<file path="config.mk">
export PLATFORM = sky130hd
export DESIGN_NAME = dff_bank_arbiter
export DESIGN_NICKNAME = d
export VERILOG_FILES = /design/src/rtl/dff_bank_arbiter.sv
export SDC_FILE = /design/constraint.sdc
export NUM_CORES = 1
export LEC_CHECK = 0
export CORE_MARGIN = 2
export CORE_UTILIZATION = 23
export DETAILED_ROUTE_END_ITERATION = 10
export HOLD_SLACK_MARGIN = 0.06
export PLACE_DENSITY = 0.56
export SLEW_MARGIN = 20
export SYNTH_ARGS = -nofsm -noshare
export SYNTH_HDL_FRONTEND = slang
export SYNTH_SLANG_ARGS = --single-unit
</file>
<file path="constraint.sdc">
create_clock -name clk -period 2 [get_ports clk]
set_clock_uncertainty 0.1 [all_clocks]
set_input_delay 0.4 -clock clk [delete_from_list [all_inputs] [get_ports clk]]
set_output_delay 0.4 -clock clk [all_outputs]
set_load 0.02 [all_outputs]
</file>
<file path="src/rtl/dff_bank_arbiter.sv">
// Round-robin arbiter sharing one WIDTH-bit DFF register (q/q_) among NREQ requesters; grant 1 cycle after req.
// Requesters wait on gnt; release hands over back-to-back. HOLD_LIMIT_EN caps a tenure at MAX_HOLD cycles.
module dff_bank_arbiter #(
  parameter int NREQ     = 4,
  parameter int WIDTH    = 8,
  parameter int MAX_HOLD = 16,
  localparam int IDX_W   = (NREQ > 1) ? $clog2(NREQ) : 1
) (
  input  logic                    clk,
  input  logic                    rst,
  input  logic [NREQ-1:0]         req,
  input  logic [NREQ-1:0]         we,
  input  logic [NREQ*WIDTH-1:0]   wdata,
  output logic [NREQ-1:0]         gnt,
  output logic                    busy,
  output logic [IDX_W-1:0]        owner,
  output logic [WIDTH-1:0]        q,
  output logic [WIDTH-1:0]        q_
);

  if ((NREQ < 1) || (NREQ > 16)) begin : g_bad_nreq
    $error("dff_bank_arbiter: NREQ must be 1..16");
  end
  if (MAX_HOLD < 2) begin : g_bad_hold
    $error("dff_bank_arbiter: MAX_HOLD must be >= 2");
  end

  typedef enum logic {ST_IDLE, ST_BUSY} state_t;

  state_t               r_state;
  state_t               w_state_nxt;
  logic [NREQ-1:0]      r_gnt;
  logic [NREQ-1:0]      w_gnt_nxt;
  logic                 r_busy;
  logic [IDX_W-1:0]     r_owner;
  logic [IDX_W-1:0]     w_owner_nxt;
  logic [IDX_W-1:0]     r_ptr;
  logic [IDX_W-1:0]     w_ptr_nxt;
  logic [IDX_W-1:0]     w_ptr_inc;
  logic [WIDTH-1:0]     r_q;
  logic [WIDTH-1:0]     r_qn;
  logic [WIDTH-1:0]     w_q_nxt;
  logic [NREQ-1:0]      w_owner_oh;
  logic [NREQ-1:0]      w_mask;
  logic [IDX_W:0]       w_pick;
  logic                 w_own_req;
  logic                 w_force;
  logic                 w_new_grant;

  // Returns {found, index} of the first set bit scanning base, base+1, ... mod NREQ.
  function automatic logic [IDX_W:0] rr_pick(input logic [NREQ-1:0] r,
                                             input logic [IDX_W-1:0] base);
    logic [IDX_W:0] res;
    int             idx;
    res = '0;
    for (int k = NREQ - 1; k >= 0; k--) begin
      idx = int'(base) + k;
      if (idx >= NREQ) idx = idx - NREQ;
      if (r[idx]) res = {1'b1, IDX_W'(idx)};
    end
    return res;
  endfunction

  function automatic logic [NREQ-1:0] onehot(input logic [IDX_W-1:0] idx);
    logic [NREQ-1:0] v;
    v      = '0;
    v[idx] = 1'b1;
    return v;
  endfunction

  assign w_own_req = req[r_owner];
  assign w_ptr_inc = (r_owner == IDX_W'(NREQ - 1)) ? '0 : r_owner + 1'b1;

`ifdef HOLD_LIMIT_EN
  localparam int CNT_W = $clog2(MAX_HOLD);

  logic [CNT_W-1:0] r_hold_cnt;

  assign w_force = (r_state == ST_BUSY) && w_own_req &&
                   (r_hold_cnt == CNT_W'(MAX_HOLD - 1));

  always_ff @(posedge clk or posedge rst) begin
    if (rst) begin
      r_hold_cnt <= '0;
    end else if (w_new_grant) begin
      r_hold_cnt <= '0;
    end else if (r_state == ST_BUSY) begin
      r_hold_cnt <= r_hold_cnt + 1'b1;
    end
  end
`else
  assign w_force = 1'b0;
`endif

  always_comb begin
    w_state_nxt = r_state;
    w_gnt_nxt   = r_gnt;
    w_owner_nxt = r_owner;
    w_ptr_nxt   = r_ptr;
    w_new_grant = 1'b0;
    w_owner_oh  = onehot(r_owner);
    w_mask      = req;
    w_pick      = rr_pick(req, r_ptr);

    case (r_state)
      ST_IDLE: begin
        if (w_pick[IDX_W]) begin
          w_gnt_nxt   = onehot(w_pick[IDX_W-1:0]);
          w_owner_nxt = w_pick[IDX_W-1:0];
          w_new_grant = 1'b1;
          w_state_nxt = ST_BUSY;
        end
      end
      ST_BUSY: begin
        if (!w_own_req || w_force) begin
          // Owner is excluded from this one decision; a voluntary release already has it at 0.
          w_ptr_nxt = w_ptr_inc;
          w_mask    = req & ~w_owner_oh;
          w_pick    = rr_pick(w_mask, w_ptr_inc);
          if (w_pick[IDX_W]) begin
            w_gnt_nxt   = onehot(w_pick[IDX_W-1:0]);
            w_owner_nxt = w_pick[IDX_W-1:0];
            w_new_grant = 1'b1;
          end else if (w_force) begin
            w_gnt_nxt   = w_owner_oh;
            w_new_grant = 1'b1;
          end else begin
            w_gnt_nxt   = '0;
            w_state_nxt = ST_IDLE;
          end
        end
      end
      default: begin
        w_gnt_nxt   = '0;
        w_state_nxt = ST_IDLE;
      end
    endcase
  end

  // Write port follows the grant as registered, so the releasing owner still writes.
  always_comb begin
    w_q_nxt = r_q;
    for (int i = 0; i < NREQ; i++) begin
      if (r_gnt[i] && we[i]) w_q_nxt = wdata[i*WIDTH +: WIDTH];
    end
  end

  always_ff @(posedge clk or posedge rst) begin
    if (rst) begin
      r_state <= ST_IDLE;
      r_gnt   <= '0;
      r_busy  <= 1'b0;
      r_owner <= '0;
      r_ptr   <= '0;
      r_q     <= '0;
      r_qn    <= '1;
    end else begin
      r_state <= w_state_nxt;
      r_gnt   <= w_gnt_nxt;
      r_busy  <= |w_gnt_nxt;
      r_owner <= w_owner_nxt;
      r_ptr   <= w_ptr_nxt;
      r_q     <= w_q_nxt;
      r_qn    <= ~w_q_nxt;
    end
  end

  assign gnt   = r_gnt;
  assign busy  = r_busy;
  assign owner = r_owner;
  assign q     = r_q;
  assign q_    = r_qn;

endmodule
</file>
# Word-level counts from Yosys, hierarchy flattened

Index checks and enable logic that the tools add are counted.

Flip-flop bits (word level): 26
Logic and storage cells: 138
Bits of input ports: 42

Magnitude comparators: 22
Mux-type cells: 75
Equal/unequal tests: 4
Add/sub/neg operators: 15
Reduce and logical (&&, ||, !) cells: 10
Bitwise logic cells: 5

Operator list:

| kind                | number |
|---|---|
| $mux 32             | 16 |
| $lt 32x4->1 const B | 8 |
| $mux 8              | 4 |
| $mux 3              | 10 |
| $sub 3x3->4 const B | 6 |
| $mux 1              | 23 |
| $bmux 1 s2          | 9 |
| $ge 3x3->1 const B  | 6 |
| $add 2x2->3 const B | 4 |
| $mux 4              | 3 |
| $lt 2x3->1 const B  | 3 |
| $mux 2              | 4 |
| $not 8->8           | 1 |
| $pmux 4 s2          | 1 |
| $sub 2x3->4 const B | 2 |
| $logic_and 1x1->1   | 7 |
| $add 2x1->3 const B | 2 |
| $demux 1 s2         | 3 |
| $ge 2x1->1 const B  | 3 |
| $ge 2x3->1 const B  | 2 |
| $and 4x4->4         | 1 |
| $ne 2x1->1 const B  | 2 |
| $not 4->4           | 1 |
| $pmux 2 s2          | 1 |
| other kinds (8)     | 9 |

# Depth between registers and ports, before layout

Word-level depth: 24
Gate-level depth with buffers: 8

# Worst setup path before layout

No wires, ideal clock.

Kind: flip-flop to flip-flop
Start: register r_owner[1] (netlist: owner[1])
End: register r_busy (netlist: busy)
Setup slack: -0.355 ns
Setup time: 0.138 ns
Required time: 1.762 ns
Arrival time: 2.117 ns
Clock period less this slack: 2.355 ns
Stages on the path, launching flop included: 7
Cell sequence: dfrtp_1 -> ha_1 -> clkbuf_1 -> o31ai_1 -> nor4_1 -> nor2b_1 -> or4b_1

Word-level cells in the longest chain between the ends: 24
Elaborated cells on any way between the ends: 62
Classes of those cells: add/sub: 8; order compare: 8; eq/ne: 1; mux: 40; bitwise: 2; reduce/logical: 3

Ends and longest elaborated chain:

| item                                                                  | line | source |
|---|---|---|
| start, declared                                                       | 35   | `logic [IDX_W-1:0] r_owner;` |
| start signal, assigned                                                | 161  | `r_owner <= w_owner_nxt;` |
| $add 2x1->2 / $eq 2x2->1 (equally long branches)                      | 72   | `assign w_ptr_inc = (r_owner == IDX_W'(NREQ - 1)) ? '0 : r_owner + 1'b1;` |
| $mux 2                                                                | 72   |  |
| $add 2x2->3                                                           | 57   | `idx = int'(base) + k;` |
| $sub 3x3->4 / $ge 3x3->1 (equally long branches)                      | 58   | `if (idx >= NREQ) idx = idx - NREQ;` |
| $mux 32                                                               | 58   |  |
| $mux 32                                                               | 115  | `if (!w_own_req \|\| w_force) begin` |
| $mux 32                                                               | 105  | `case (r_state)` |
| $bmux 1 s2                                                            | 59   | `if (r[idx]) res = {1'b1, IDX_W'(idx)};` |
| [8 not listed]                                                        | -    |  |
| $lt 2x3->1 (implied by the code) / $ge 2x1->1 (equally long branches) | 67   | `v[idx] = 1'b1;` |
| $logic_and 1x1->1 (implied by the code)                               | 67   |  |
| $mux 1 (implied by the code)                                          | 67   |  |
| $demux 1 s2                                                           | 67   |  |
| $mux 4                                                                | 120  | `if (w_pick[IDX_W]) begin` |
| $mux 4 *                                                              | 115  |  |
| $pmux 4 s2 *                                                          | 105  |  |
| $reduce_or 4->1 *                                                     | 160  | `r_busy <= \|w_gnt_nxt;` |
| end signal, assigned                                                  | 160  |  |
| end, declared                                                         | 34   | `logic r_busy;` |

Mark *: on every way between the ends. The rest lies on a longest branch, timed or not. The select of a mux whose other input is x is not followed.
A chain may end at the register's enable or synchronous reset.

# Worst setup path in the final report

Start: input req[3]
End: register r_busy (netlist: busy)

Word-level cells in the longest chain between the ends: 18
Elaborated cells on any way between the ends: 52
Classes of those cells: order compare: 4; mux: 44; bitwise: 1; reduce/logical: 3

Ends and longest elaborated chain:

| item                                                                  | line | source |
|---|---|---|
| start, declared                                                       | 11   | `input logic [NREQ-1:0] req,` |
| $and 4x4->4                                                           | 118  | `w_mask = req & ~w_owner_oh;` |
| $bmux 1 s2                                                            | 59   |  |
| $mux 1 (implied by the code) (2 in a row)                             | 59   |  |
| $mux 3 (4 in a row)                                                   | 59   |  |
| $mux 3                                                                | 115  |  |
| $mux 3                                                                | 105  |  |
| $lt 2x3->1 (implied by the code) / $ge 2x1->1 (equally long branches) | 67   |  |
| $logic_and 1x1->1 (implied by the code)                               | 67   |  |
| $mux 1 (implied by the code)                                          | 67   |  |
| $demux 1 s2                                                           | 67   |  |
| $mux 4                                                                | 120  |  |
| $mux 4                                                                | 115  |  |
| $pmux 4 s2 *                                                          | 105  |  |
| $reduce_or 4->1 *                                                     | 160  |  |

Marked as above.

==> out/results.ini <==
[timing]
max_freq_ghz = 0.456
maxSlewHeadroom = 0.717
slew_viol_final = 0
setup_slack_ns = -0.191
worst_pin_slew_ns = 0.420
layout_min_cycle_time_ns = 2.19
hold_viol = 0
fin_crit_sh = 1.10
rsz0062_at_grt = yes
setup_violations = 8

[drt]
num_vias = 1927
wire_per_inst_um = 13.7
drcViolationCount = 0
viasPerCell = 4.78
drt_pre_antenna_iters = 4
wirelength_mm = 5.52
postRouteAntennaNets = 0
first_iter_violations = 103

[clocking]
cts_tree = done
clock-sinks = 26
ctsRootBufferMaster = clkbuf_8
cts_max_level = 1
worstSkewPairLatency_ns = 0.27
clockBufferDepth = 2
cts_buffers = 3
clk_pin_slew_ns = 0.09

[die]
fp-row-count = 32
die_area_mm2 = 0.00843
die_width_um = 91.8
start_util = 0.233
ios = 65
die_height_um = 91.8
fp.coreArea_mm2 = 0.00761

[global_route]
overflow = 0
grt_pass1_vias = 1852
grt_antenna_before_repair = 0
grt.total_usage = 0.132
grt_pass1_wl_mm = 9.14
grt_max_degree = 27

[pwr]
p_per_area_mw_per_mm2 = 1450
p_leak_nw = 1.22
irDropWorstVdd_mv = 0.671
total_power_mw = 4.30

[worst_setup_path]
crit_type = input port to flip-flop
worstPathMaxFanout = 5
cp-start-kind = input port
cp-end-kind = flip-flop
critical_path_required_ns = 2.05
crit_arrival_ns = 2.24

[yosys]
synth_flop_cell = dfrtp_1
synth-edff-count = 0
yosysWarnings = 0
syn_nets = 257
ys_types = 49
ys_ff_latch = 26
syn_inst = 211
syn_area_mm2 = 0.00177
syn_area_per_cell_um2 = 8.40
synthArstFlopShare = 1.00
ys_seq_area_frac = 0.373

[cells_and_area]
drive_above_1_share = 0.276
fin_nets = 348
antenna_cells = 0
layout_common_cells = clkdlybuf4s50_1, buf_4, nand2_1, nor2_1, dfrtp_1
final_core_util = 0.389
final_cells = 403
syn_to_final_growth_pct = 66.8
post-route-cell-area_mm2 = 0.00296
layout_commonest_cell = clkdlybuf4s50_1

[outcome]
failed_checks = setup timing
outcome = finished, violations left

[place]
placed_area_mm2 = 0.00281
portBuffers = 64
dpl.hpwl_mm = 4.30
dp_slack_ns = -0.537
place_inst = 395
routabilityCongestion = 0.857

[min_path]
hold_class = input port to asynchronous set/reset pin

[job]
max_cap_viol_count = 0

-- critical path, stage by stage --
cell	delay, ns
clkdlybuf4s50_1	0.42
mux4_2	0.57
a31oi_1	0.23
o31ai_1	0.11
or4b_1	0.51
-- power breakdown --
part | switching, mW | internal (mW) | total, mW
logic | 1.32 | 1.45 | 2.78
registers | 0.234 | 0.852 | 1.09
clock network | 0.166 | 0.268 | 0.433
-- timing repair --
item                                    4_1_cts  5_1_grt
buffers inserted                              3        1
hold buffers                                  0        0
endpoints found under the setup margin        9        9
pin swaps                                     2        3
resized for setup                            13        3
-- stage by stage --
step	hold WS [ns]	setup TNS (ns)
after floorplan	0.334	-0.334
after global placement	0.484	-3.48
after detailed placement	0.516	-3.62
after CTS	0.390	-0.785
after global routing	0.408	-1.67
final	0.379	-0.798
-- worst paths after layout --
kind	from	endpoint	slack, ns	depth (start not counted)
min in group clk	r_ptr[0]	r_ptr[0]	0.51	2
setup / recovery	req[3]	busy	-0.19	5
max in group asynchronous	rst	q_[7]	1.13	3
setup reg to reg	owner[1]	busy	-0.17	4
hold / removal	rst	q[2]	0.38	3
hold reg to reg	r_ptr[0]	r_ptr[0]	0.51	2
-- sequential cells by signal, indices dropped and copies added (netlist names) --
| name | count |
|---|---|
| q | 8 |
| q_ | 8 |
| gnt | 4 |
| owner | 2 |
| r_ptr | 2 |
| busy | 1 |
| r_state | 1 |
-- cell usage after synthesis (all sizes together) (3+ instances only) --
library cell / count / area share
buf: 3 / 0.0099
o21ai: 8 / 0.023
clkbuf: 12 / 0.025
o31ai: 3 / 0.013
a21oi: 9 / 0.025
nor3: 3 / 0.0085
nor3b: 3 / 0.013
nor2: 26 / 0.055
dfrtp: 18 / 0.25
nor2b: 5 / 0.022
and3: 3 / 0.013
ha: 4 / 0.028
dfstp: 8 / 0.12
nand2: 23 / 0.049
o211ai: 4 / 0.017
nand3: 11 / 0.031
a31o: 8 / 0.040
a311o: 8 / 0.045
inv: 13 / 0.028
-- metal layers --
metal	global-route usage	vias up	wire, µm
met3	0.0255	4	441
li1	-	951	-
met5	0	-	0
met1	0.179	888	2550
met4	0.0299	0	41
met2	0.218	84	2490
-- logic make-up (layout without fill, tap and decap cells) --
group / after synthesis / count (layout) / share of synthesized area
buf+inv: 29 / 119 / 0.0678
fa+ha+maj: 4 / 4 / 0.0282
mux: 3 / 3 / 0.0247
simple gates: 90 / 90 / 0.256
flops: 26 / 26 / 0.373
compound gates: 59 / 59 / 0.251
-- cell type report --
class	count	area (µm²)
multi-input cells	156	1090
well taps	102	128
clock inverters	1	30.0
inverters	13	51.3
fillers	792	4650
flip-flops and latches	26	663
repair buffers	102	955
clock buffers	3	41.3
No activity file was read; power rests on OpenSTA's default activity.
